<file path="src/rtl/uart_tx_responder.sv">
`default_nettype none
// ============================================================================
// Module   : uart_tx_responder
// Purpose  : Memory-mapped 8N1 UART transmitter sitting on the CPU
//            data-memory bus. The CPU pushes bytes into a circular TX FIFO.
//            A serialiser drains the FIFO onto tx_o. A level interrupt
//            signals "FIFO drained and line idle".
// Options  : UART_TX_PARITY_EN - when defined, a parity bit (even/odd
//            selected by CTRL[2]) is inserted between the data and stop bits.
// Ports    : clk    - system clock, all state on rising edge
//            rst    - synchronous, active-low reset
//            ce_i   - bus select for this block
//            we_i   - 1 = write, 0 = read
//            addr_i - byte address, only [3:2] decoded
//            sel_i  - byte enables, sel_i[0] covers data_i[7:0]
//            data_i - write data
//            data_o - read data (combinational, 0 when not selected)
//            tx_o   - serial line, idle high
//            irq_o  - level interrupt, active high
// Register map (addr_i[3:2]):
//            0 TXDATA  (W)   push data_i[7:0]
//            1 STATUS  (R)   [0] busy [1] full [2] empty [3] overflow (W1C)
//                            [8+FIFO_AW:8] FIFO count
//            2 CTRL    (R/W) [0] tx_en [1] irq_en [2] parity-odd
//            3 BAUDDIV (R/W) [15:0] cycles per bit, 0 behaves as 1
// Revision : 1.0 - initial release
// ============================================================================
module uart_tx_responder #(
    parameter int          FIFO_AW = 3,
    parameter logic [15:0] DIV_RST = 16'd434
) (
    input  logic        clk,
    input  logic        rst,
    input  logic        ce_i,
    input  logic        we_i,
    input  logic [31:0] addr_i,
    input  logic [3:0]  sel_i,
    input  logic [31:0] data_i,
    output logic [31:0] data_o,
    output logic        tx_o,
    output logic        irq_o
);

    localparam int                 c_DEPTH     = 1 << FIFO_AW;
    localparam logic [FIFO_AW:0]   c_DEPTH_CNT = (FIFO_AW + 1)'(c_DEPTH);
    localparam logic [FIFO_AW-1:0] c_PTR_ONE   = FIFO_AW'(1);
    localparam logic [FIFO_AW:0]   c_CNT_ONE   = (FIFO_AW + 1)'(1);
`ifdef UART_TX_PARITY_EN
    localparam int                 c_CTRL_W    = 3;
`else
    localparam int                 c_CTRL_W    = 2;
`endif

    localparam logic [1:0] c_A_TXDATA  = 2'd0;
    localparam logic [1:0] c_A_STATUS  = 2'd1;
    localparam logic [1:0] c_A_CTRL    = 2'd2;
    localparam logic [1:0] c_A_BAUDDIV = 2'd3;

    typedef enum logic [2:0] {
        ST_IDLE  = 3'd0,
        ST_START = 3'd1,
        ST_DATA  = 3'd2,
        ST_PAR   = 3'd3,
        ST_STOP  = 3'd4
    } state_t;

    // ------------------------------------------------------------------
    // Registers
    // ------------------------------------------------------------------
    logic [c_CTRL_W-1:0] r_ctrl;
    logic [15:0]         r_div;
    logic                r_ovf;
    logic [7:0]          r_mem [c_DEPTH];
    logic [FIFO_AW-1:0]  r_wptr;
    logic [FIFO_AW-1:0]  r_rptr;
    logic [FIFO_AW:0]    r_count;

    state_t              r_state;
    logic                r_tx;
    logic                r_irq;
    logic [7:0]          r_shift;
    logic [15:0]         r_baud;
    logic [2:0]          r_bit;
`ifdef UART_TX_PARITY_EN
    logic                r_par;
`endif

    // ------------------------------------------------------------------
    // Decode and FIFO control
    // ------------------------------------------------------------------
    logic        w_wr;
    logic [1:0]  w_reg;
    logic        w_push_req;
    logic        w_push;
    logic        w_pop;
    logic        w_empty;
    logic        w_full;
    logic        w_busy;
    logic [7:0]  w_rd_byte;
    logic [15:0] w_period;
    logic [15:0] w_reload;
    logic [31:0] w_status;
    logic        w_unused_ok;

    assign w_wr       = ce_i & we_i;
    assign w_reg      = addr_i[3:2];
    assign w_empty    = (r_count == '0);
    assign w_full     = (r_count == c_DEPTH_CNT);
    assign w_busy     = (r_state != ST_IDLE);
    assign w_push_req = w_wr & (w_reg == c_A_TXDATA) & sel_i[0];
    assign w_pop      = (r_state == ST_IDLE) & r_ctrl[0] & ~w_empty;
    // A push into a full FIFO still fits when the serialiser pops the same cycle.
    assign w_push     = w_push_req & (~w_full | w_pop);
    assign w_rd_byte  = r_mem[r_rptr];

    // A divisor of 0 behaves as 1; the baud counter counts reload..0.
    assign w_period   = (r_div == 16'd0) ? 16'd1 : r_div;
    assign w_reload   = w_period - 16'd1;

    assign w_unused_ok = &{1'b0, addr_i[31:4], addr_i[1:0], data_i[31:16], sel_i[3:2]};

    // ------------------------------------------------------------------
    // FIFO storage (data only, no reset needed: pointers define validity)
    // ------------------------------------------------------------------
    always_ff @(posedge clk) begin
        if (rst && w_push) begin
            r_mem[r_wptr] <= data_i[7:0];
        end
    end

    // ------------------------------------------------------------------
    // Control registers, FIFO pointers, overflow flag
    // ------------------------------------------------------------------
    always_ff @(posedge clk) begin
        if (!rst) begin
            r_ctrl  <= '0;
            r_div   <= DIV_RST;
            r_ovf   <= 1'b0;
            r_wptr  <= '0;
            r_rptr  <= '0;
            r_count <= '0;
        end else begin
            if (w_push) begin
                r_wptr <= r_wptr + c_PTR_ONE;
            end
            if (w_pop) begin
                r_rptr <= r_rptr + c_PTR_ONE;
            end
            case ({w_push, w_pop})
                2'b10:   r_count <= r_count + c_CNT_ONE;
                2'b01:   r_count <= r_count - c_CNT_ONE;
                default: r_count <= r_count;
            endcase

            if (w_push_req && !w_push) begin
                r_ovf <= 1'b1;
            end else if (w_wr && (w_reg == c_A_STATUS) && sel_i[0] && data_i[3]) begin
                r_ovf <= 1'b0;
            end

            if (w_wr && (w_reg == c_A_CTRL) && sel_i[0]) begin
                r_ctrl <= data_i[c_CTRL_W-1:0];
            end

            if (w_wr && (w_reg == c_A_BAUDDIV)) begin
                if (sel_i[0]) begin
                    r_div[7:0] <= data_i[7:0];
                end
                if (sel_i[1]) begin
                    r_div[15:8] <= data_i[15:8];
                end
            end
        end
    end

    // ------------------------------------------------------------------
    // Serialiser FSM with registered line and interrupt outputs.
    // The baud counter is reloaded from the live divisor at every bit
    // boundary, so a divisor change mid-frame applies from the next bit.
    // ------------------------------------------------------------------
    always_ff @(posedge clk) begin
        if (!rst) begin
            r_state <= ST_IDLE;
            r_tx    <= 1'b1;
            r_irq   <= 1'b0;
            r_shift <= '0;
            r_baud  <= '0;
            r_bit   <= '0;
`ifdef UART_TX_PARITY_EN
            r_par   <= 1'b0;
`endif
        end else begin
            r_irq <= r_ctrl[1] & w_empty & ~w_busy;

            if (r_state == ST_IDLE) begin
                r_tx <= 1'b1;
                if (w_pop) begin
                    r_shift <= w_rd_byte;
                    r_baud  <= w_reload;
                    r_bit   <= '0;
                    r_tx    <= 1'b0;
                    r_state <= ST_START;
`ifdef UART_TX_PARITY_EN
                    // Parity is fixed when the byte is taken from the FIFO.
                    r_par   <= (^w_rd_byte) ^ r_ctrl[2];
`endif
                end
            end else if (r_baud != 16'd0) begin
                r_baud <= r_baud - 16'd1;
            end else begin
                r_baud <= w_reload;
                case (r_state)
                    ST_START: begin
                        r_tx    <= r_shift[0];
                        r_shift <= {1'b0, r_shift[7:1]};
                        r_bit   <= '0;
                        r_state <= ST_DATA;
                    end
                    ST_DATA: begin
                        if (r_bit == 3'd7) begin
`ifdef UART_TX_PARITY_EN
                            r_tx    <= r_par;
                            r_state <= ST_PAR;
`else
                            r_tx    <= 1'b1;
                            r_state <= ST_STOP;
`endif
                        end else begin
                            r_bit   <= r_bit + 3'd1;
                            r_tx    <= r_shift[0];
                            r_shift <= {1'b0, r_shift[7:1]};
                        end
                    end
                    ST_PAR: begin
                        r_tx    <= 1'b1;
                        r_state <= ST_STOP;
                    end
                    ST_STOP: begin
                        r_tx    <= 1'b1;
                        r_state <= ST_IDLE;
                    end
                    default: begin
                        r_tx    <= 1'b1;
                        r_state <= ST_IDLE;
                    end
                endcase
            end
        end
    end

    // ------------------------------------------------------------------
    // Read path
    // ------------------------------------------------------------------
    always_comb begin
        w_status                 = '0;
        w_status[0]              = w_busy;
        w_status[1]              = w_full;
        w_status[2]              = w_empty;
        w_status[3]              = r_ovf;
        // Count is FIFO_AW+1 bits wide so a full FIFO reads its true depth.
        w_status[8+FIFO_AW:8]    = r_count;
    end

    always_comb begin
        data_o = '0;
        if (ce_i && !we_i) begin
            case (w_reg)
                c_A_STATUS:  data_o = w_status;
                c_A_CTRL:    data_o = 32'(r_ctrl);
                c_A_BAUDDIV: data_o = {16'd0, r_div};
                default:     data_o = '0;
            endcase
        end
    end

    assign tx_o  = r_tx;
    assign irq_o = r_irq;

endmodule
`default_nettype wire

</file>
<file path="config.mk">
export PLATFORM = sky130hd
export DESIGN_NAME = uart_tx_responder
export DESIGN_NICKNAME = d
export VERILOG_FILES = /design/src/rtl/uart_tx_responder.sv
export SDC_FILE = /design/constraint.sdc
export NUM_CORES = 1
export LEC_CHECK = 0
export BUFFER_PORTS_ARGS = -buffer_cell sky130_fd_sc_hd__clkbuf_2
export CAP_MARGIN = 20
export CORE_MARGIN = 1
export CORE_UTILIZATION = 61
export DETAILED_ROUTE_END_ITERATION = 8
export PLACE_DENSITY = 0.88
export SLEW_MARGIN = 20
export SYNTH_ARGS = -nofsm -noshare
export SYNTH_HDL_FRONTEND = slang
export SYNTH_SLANG_ARGS = --single-unit
export TNS_END_PERCENT = 50
</file>
<file path="constraint.sdc">
create_clock -name clk -period 6.4 [get_ports clk]
set_input_delay 1.28 -clock clk [delete_from_list [all_inputs] [get_ports clk]]
set_output_delay 1.28 -clock clk [all_outputs]
set_load 0.02 [all_outputs]
</file>
======== Word level (Yosys, flattened, before mapping) ========
Memories as Yosys holds them, arrays and structs flattened. A register that Yosys moved wholly into a read port is not among the register bits.
Index checks and enable logic that the tools add are counted.
storage, ports and cells
  register bits ........................... 61
  memory bits (writable) .................. 64
  input bits .............................. 72
  output and inout bits ................... 34
  memories ................................ 1
operators by class
  $add $sub $neg .......................... 7
  equality and inequality tests ........... 14
  mux-type cells .......................... 33
  bitwise gates (word level) .............. 12
  reduce and logical (&&, ||, !) cells .... 24
memory list
  memory  depth  bits a word  read ports  clocked after memory_dff  wr ports  RTL line  source
  r_mem   8      8            1           1                         1         73        logic [7:0] r_mem [c_DEPTH];
operators with widths
  operator                                                               number
  16-bit 2-to-1 mux                                                      5
  16-bit case mux with 3 select lines                                    1
  8-bit 2-to-1 mux                                                       4
  16-bit by 1-bit subtractor with 16-bit output, second input constant   2
  3-bit 2-to-1 mux                                                       10
  16-bit logical NOT                                                     1
  8-bit case mux with 2 select lines                                     1
  16-bit nonzero test                                                    1
  3-bit by 1-bit adder with 3-bit output, second input constant          3
  1-bit logical AND                                                      9
  3-bit case mux with 3 select lines                                     1
  1-bit bitwise AND                                                      8
  1-bit 2-to-1 mux                                                       8
  4-bit case mux with 2 select lines                                     1
  2-bit equality test, second input constant                             3
  3-bit by 2-bit equality test with 1-bit output, second input constant  2
  3-bit inequality test, second input constant                           2
  3-bit case mux with 2 select lines                                     1
  3-bit nonzero test                                                     2
  4-bit by 1-bit adder with 4-bit output, second input constant          1
  2-bit by 1-bit equality test with 1-bit output, second input constant  2
  4-bit equality test, second input constant                             1
  4-bit logical NOT                                                      1
  2-bit inequality test, second input constant                           2
  other kinds (13)                                                       18

======== Depth between registers and ports, before layout ========
Gate-level depths: netlist of the first run.
  depth after elaboration ................. 8
  depth in mapped cells ................... 11

======== Worst setup path after synthesis of the first run ========
No wires, ideal clock.
  path kind ............................... in2out
  start ................................... input addr_i[3]
  end ..................................... output data_o[0]
  arrival ................................. 2.451 ns
  required time ........................... 5.120 ns
  setup slack ............................. 2.669 ns
  stages .................................. 6
  path buffers ............................ 2
  cells stage by stage .................... clkbuf_1 clkbuf_1 nand2_1 o21ai_0 a22oi_1 nor2_1
between the ends
  longest elaborated chain between the ends .. 3
ends and longest elaborated chain
  element                                                                                RTL line  source
  start, declared                                                                        36        input logic [31:0] addr_i,
  2-bit equality test or 2-bit by 1-bit equality test with 1-bit output (tied branches)  267       case (w_reg)
  16-bit case mux with 3 select lines *                                                  267
  16-bit 2-to-1 mux *                                                                    266       if (ce_i && !we_i) begin
  end, declared                                                                          39        output logic [31:0] data_o,
Every way passes the cells marked *; elsewhere a longest branch is shown, timed or not.

======== Worst setup path after layout of the first run ========
  start ................................... input addr_i[3]
  end ..................................... output data_o[5]
The elaborated chain is that of the path after synthesis.

==> results of run 1 <==
worst max-delay path by stage:
stage | end | depth (start not counted)
3_5_place_dp | data_o[12] | 5
5_1_grt | data_o[5] | 5
3_3_place_gp | data_o[4] | 5
4_1_cts | data_o[5] | 5
6_report | data_o[5] | 5
2_1_floorplan | data_o[0] | 6
placed cells by master (no fill, tap or decap), drive strengths merged, types with 18 or more instances in the layout:
| cell | instances |
|---|---|
| and2 | 18 |
| a21oi | 21 |
| clkbuf | 58 |
| nor2b | 18 |
| inv | 18 |
| nand2 | 56 |
| edfxtp | 64 |
| dfxtp | 64 |
| mux2i | 25 |
| nor2 | 40 |
| o21ai | 29 |
routing by layer:
layer / share of wire [%] / GRT usage, % / wire length [um]
met4: 4.4 / 15.6 / 708
met5: 0 / 0 / 0
met3: 10 / 7.96 / 1600
met2: 48 / 50.1 / 7690
met1: 37 / 38.0 / 5960
layout make-up:
| class | count | area (um^2) |
|---|---|---|
| sequential | 128 | 3200 |
| timing repair buffer | 45 | 235 |
| fill | 609 | 2790 |
| clock buffer | 17 | 414 |
| multi-input combinational | 410 | 2920 |
| tap | 133 | 166 |
| clock inverter | 15 | 196 |
| inverter | 9 | 33.8 |
metrics by stage:
stage | util, % | instance area (um^2) | hold WS (ns) | std cells | worst slack [ns]
after floorplan | - | 6420 | 0.434 | 595 | 2.67
after global placement | 65.8 | 6560 | 0.442 | 725 | 2.63
after detailed placement | 65.8 | 6560 | 0.450 | 725 | 2.62
after CTS | 72.0 | 7170 | 0.459 | 757 | 2.56
after global routing | 72.0 | 7170 | 0.477 | 757 | 2.41
final | 72.0 | 7170 | 0.457 | 757 | 2.49
cells by family (layout without fill, tap and decap cells):
| kind of cell | after synthesis | after routing |
|---|---|---|
| other cells | 1 | 16 |
| buf+inv | 57 | 86 |
| mux | 43 | 43 |
| xor+xnor | 13 | 13 |
| fa+ha+maj | 10 | 10 |
| simple gates | 207 | 207 |
| flops | 128 | 128 |
| compound gates | 121 | 121 |
critical path, stage by stage:
cell and delay [ns]:
clkbuf_2 0.37, nand2_1 0.14, nor2_1 0.42, and2_1 0.23, clkbuf_2 0.18
sequential cells by signal, indices dropped and copies added (netlist names), named ones only:
name and count:
r_mem 64, r_baud 16, r_div 16, r_shift 8, r_count 4, r_bit 3
r_rptr 3, r_state 3, r_wptr 3, r_ctrl 2, irq_o 1, r_ovf 1
tx_o 1
power groups by stage:
stage | clock, uW | sequential (uW) | combinational [uW]
2_1_floorplan | 0 | 883 | 50.3
3_5_place_dp | 0 | 885 | 62.7
4_1_cts | 1000 | 867 | 64.4
5_1_grt | 1040 | 867 | 71.0
6_report | 1000 | 867 | 66.3
3_3_place_gp | 0 | 884 | 60.9
==> flow_metrics.py, run 1 <==
metrics = {
    "outcome": {
        "outcome": "finished, final reports clean",
    },
    "synth": {
        "synth_xor_area_share_pct": 1.79,
        "netlist.top_cell.by_area": "edfxtp_1",
        "syn-cell-area_mm2": 0.00637,
        "synth_cells": 580,
        "yosys_most_used_dff": "edfxtp_1",
        "yosys_warnings": 0,
        "synth_simple_gate_area_share_pct": 17.7,
        "synth_edf_count": 64,
        "ys_top_cells_by_count": "64 x dfxtp_1, 64 x edfxtp_1, 54 x nand2_1",
        "async_flop_share_pct": 0,
        "ys_seq_area_share_pct": 50.3,
        "synth_fa_ha_area_share_pct": 2.08,
        "synth_top_area_share_pct": 30.2,
        "post_synth.cell_area_avg_um2": 11.0,
        "muxShareOfSynthArea_pct": 9.94,
        "synth.area.top_cells": "edfxtp_1 30%, dfxtp_1 20%, mux4_2 5.7%",
        "synth_top_family_by_area": "simple AND/OR/NAND/NOR gates",
        "synth_compound_area_share_pct": 13.3,
        "ys_ff_latch": 128,
        "synth_cell_types": 70,
    },
    "floorplan": {
        "initial_core_util_pct": 64.0,
        "dieArea_mm2": 0.0109,
        "die_h_um": 104,
        "die_width_um": 104,
        "pin_count": 106,
        "core_region_area_mm2": 0.00995,
        "row_count": 36,
    },
    "flow_run": {
        "drv_cap": 0,
    },
    "power": {
        "ir_drop_mv": 0.201,
        "p_seq_share_pct": 44.8,
        "swShare_pct": 23.1,
        "p_sw_uw": 446,
        "leakage_uw": 0.00265,
        "p_per_area_mw_per_mm2": 270,
        "comb_power_share_pct": 3.4,
        "p_clk_share_pct": 51.8,
        "total_power_uw": 1940,
        "internal_power_uw": 1490,
    },
    "place": {
        "port_buffers": 41,
        "gp_congestion": 0.844,
        "dp_hpwl_mm": 9.58,
    },
    "detailed_routing": {
        "routed_via_density": 6.74,
        "drt-total-wl_mm": 16.0,
        "drt-initial-drc-count": 562,
        "via_count": 5104,
        "post-route-drc-count": 0,
        "ant_nets": 0,
        "first_pass_iters": 5,
        "routedWlPerCell_um": 21.1,
    },
    "layout": {
        "synthToLayoutAreaGrowth_pct": 12.5,
        "drive_above_1_share_pct": 17.5,
        "nNetsFinal": 693,
        "diodes": 0,
    },
    "clock_tree": {
        "cts.clk_slew.worst_paths_ns": 0.06,
        "cts_setup_buffers": 0,
        "cts_hold_buf": 0,
        "cts-htree-levels": 4,
        "clk_path_buf_depth": 2,
        "numCtsBuffers": 17,
        "cts_tree": "yes",
        "cts-root-buf": "clkbuf_8",
        "ctsResizeCount": 0,
        "clk_latency_ns": 0.53,
        "cts.sinks": 128,
    },
    "timing": {
        "tns_ns": 0,
        "fmax_mhz": 256,
        "worstMarginPinSlew_ns": 1.04,
        "skew_ns": 0.00862,
        "rsz0062_at_grt": "false",
        "timing.final.max_slew_violations": 0,
        "setup_viol": 0,
        "period_needed_ns": 3.91,
        "maxSlewHeadroom_pct": 30.1,
        "hold_violations": 0,
        "finalCritPeriodShare_pct": 61.0,
    },
    "worst_setup_path": {
        "r2r_start": "r_div[8]",
        "crit_start": "addr_i[3]",
        "path_class": "primary input to primary output",
        "cp-end-kind": "primary output",
        "r2r-end": "r_baud[6]",
        "r2r_cells": 9,
        "startpoint_type": "primary input",
        "critPathRequiredTime_ns": 5.12,
        "cp_max_fo": 18,
        "crit_arrival_ns": 2.63,
        "r2r_slack_ns": 3.31,
    },
    "global_routing": {
        "grt_pass1_vias": 4837,
        "grt_max_degree": 71,
        "antenna_found_initial": 0,
        "grt_pass1_wl_mm": 25.5,
        "groute.usage.overall_pct": 30.8,
        "grt-ovfl-total": 0,
    },
    "worst_hold_path": {
        "min_to": "r_bit[1]",
        "hold_start": "r_bit[1]",
        "min_path_cells": 2,
        "hp-class": "register to register",
    },
}
No activity file was read; power rests on OpenSTA's default activity.
==> run 2: changes to the inputs <==
Settings changed: CORE_UTILIZATION 61 to 57, PLACE_DENSITY 0.88 to 0.84.
Clock period 6.4 ns to 4 ns, I/O delays scaled along.
==> run 2 against run 1 <==
Non-clock buffer count rose by 1. Global-route usage fell by 5.1 points. Utilization fell by 6.1 points. Critical path depth rose by 4.
==> flow_metrics.py, run 2 (synthesis results as in run 1) <==
metrics = {
    "outcome": {
        "outcome": "finished, final reports clean",
    },
    "clock_tree": {
        "numCtsBuffers": 17,
        "cts-htree-levels": 4,
        "cts.clk_slew.worst_paths_ns": 0.06,
        "cts.sinks": 128,
        "cts_setup_buffers": 0,
        "cts-root-buf": "clkbuf_8",
        "cts_tree": "yes",
        "cts_hold_buf": 0,
        "ctsResizeCount": 0,
        "clk_latency_ns": 0.52,
        "clk_path_buf_depth": 2,
    },
    "layout": {
        "drive_above_1_share_pct": 17.6,
        "mostFrequentLayoutCell": "edfxtp_1",
        "nNetsFinal": 694,
        "synthToLayoutAreaGrowth_pct": 12.2,
        "diodes": 0,
        "reg_top3": "r_mem: 64 flops, r_baud: 16 flops, r_div: 16 flops",
        "layout_common_cells": "64 x edfxtp_1, 63 x dfxtp_1, 54 x nand2_1, 41 x clkbuf_2, 40 x nor2_1",
        "largest_register": "r_mem",
        "largest_reg_flops": 64,
    },
    "place": {
        "port_buffers": 41,
        "gp_congestion": 0.893,
        "dp_hpwl_mm": 9.37,
    },
    "power": {
        "ir_drop_mv": 0.315,
        "internal_power_uw": 2310,
        "comb_power_share_pct": 3.5,
        "p_clk_share_pct": 49.8,
        "swShare_pct": 22.2,
        "p_seq_share_pct": 46.8,
        "leakage_uw": 0.00263,
        "p_per_area_mw_per_mm2": 415,
        "p_sw_uw": 660,
    },
    "worst_setup_path": {
        "critPathBufInv": 0,
        "critPathRequiredTime_ns": 4.41,
        "cp-end-kind": "register",
        "critPathSlowestCell": "nor3b_1",
        "path_cells": "nor4_4 -> and2_0 -> a31oi_1 -> ha_1 -> nor3b_1 -> nand2_1 -> xor2_1 -> a211oi_1 -> o31a_1",
        "timing.critical_path.max_delay_family": "simple AND/OR/NAND/NOR gates",
        "crit_arrival_ns": 3.41,
        "path_class": "register to register",
        "cp_max_fo": 8,
        "slowest_delay_ns": 0.66,
        "startpoint_type": "register",
    },
    "detailed_routing": {
        "ant_nets": 0,
        "routedWlPerCell_um": 18.4,
        "first_pass_iters": 8,
        "post-route-drc-count": 0,
        "drt-total-wl_mm": 14.1,
        "via_count": 4735,
        "routed_via_density": 6.19,
        "drt-initial-drc-count": 384,
    },
    "global_routing": {
        "groute.usage.overall_pct": 25.7,
        "antenna_found_initial": 0,
        "grt-ovfl-total": 0,
        "grt_max_degree": 69,
        "grt_pass1_wl_mm": 22.2,
        "grt_pass1_vias": 4412,
    },
    "timing": {
        "hold_violations": 0,
        "timing.final.max_slew_violations": 0,
        "maxSlewHeadroom_pct": 30.3,
        "finalCritPeriodShare_pct": 74.9,
        "skew_ns": 0.00588,
        "fmax_mhz": 334,
        "tns_ns": 0,
        "worstMarginPinSlew_ns": 1.04,
        "period_needed_ns": 3.00,
        "setup_viol": 0,
        "rsz0062_at_grt": "false",
        "fin_hold_ws_ns": 0.462,
    },
    "floorplan": {
        "pin_count": 106,
        "core_region_area_mm2": 0.0108,
        "row_count": 38,
        "dieArea_mm2": 0.0116,
        "die_width_um": 108,
        "die_h_um": 108,
        "initial_core_util_pct": 58.7,
    },
    "flow_run": {
        "drv_cap": 0,
    },
    "worst_hold_path": {
        "hp-class": "register to register",
    },
}
==> run 2: final timing paths <==
check                                 end      from  cells past startpoint  slack [ns]
worst max-delay path            r_baud[6]  r_div[8]                      9        1.00
worst min-delay path             r_bit[2]  r_bit[2]                      2        0.46
worst max register to register  r_baud[6]  r_div[8]                      9        1.00
worst min register to register   r_bit[2]  r_bit[2]                      2        0.46
==> run 2: power groups by stage <==
stage,Clock (uW),Combinational [uW],Sequential [uW]
floorplan,0,80.5,1410
global placement,0,97.6,1410
detailed placement,0,101,1420
CTS,1490,102,1390
global route,1540,112,1390
finish,1480,103,1390
==> run 2: tightest hold or removal path: stages, from the launching register on <==
cell,delay [ns]
dfxtp_1,0.31
nand2_1,0.05
a21boi_1,0.05
==> run 2: layer usage <==
metal	routed length, um	part of all wire [%]	track usage, %
met5	0	0	0
met4	362	2.6	11.4
met3	1020	7.3	5.81
met2	6690	47	40.2
met1	6020	43	34.3
==> run 2: cell type report <==
cell class                 count  area, um^2
clock buffer                  18         418
timing repair buffer          46         243
multi-input combinational    410        2920
inverter                       9        33.8
fill                         758        3690
clock inverter                14         155
sequential                   128        3200
tap                          140         175
==> run 2: through the flow <==
stage                     area (um^2)  power (uW)  util, %  cells  setup slack [ns]
after floorplan                  6420        1490        -    595              1.23
after global placement           6570        1510     60.6    733              1.17
after detailed placement         6570        1520     60.6    733              1.09
after CTS                        7140        2980     65.9    765              1.09
after global routing             7150        3040     65.9    765             0.785
final                            7150        2970     65.9    765              1.00
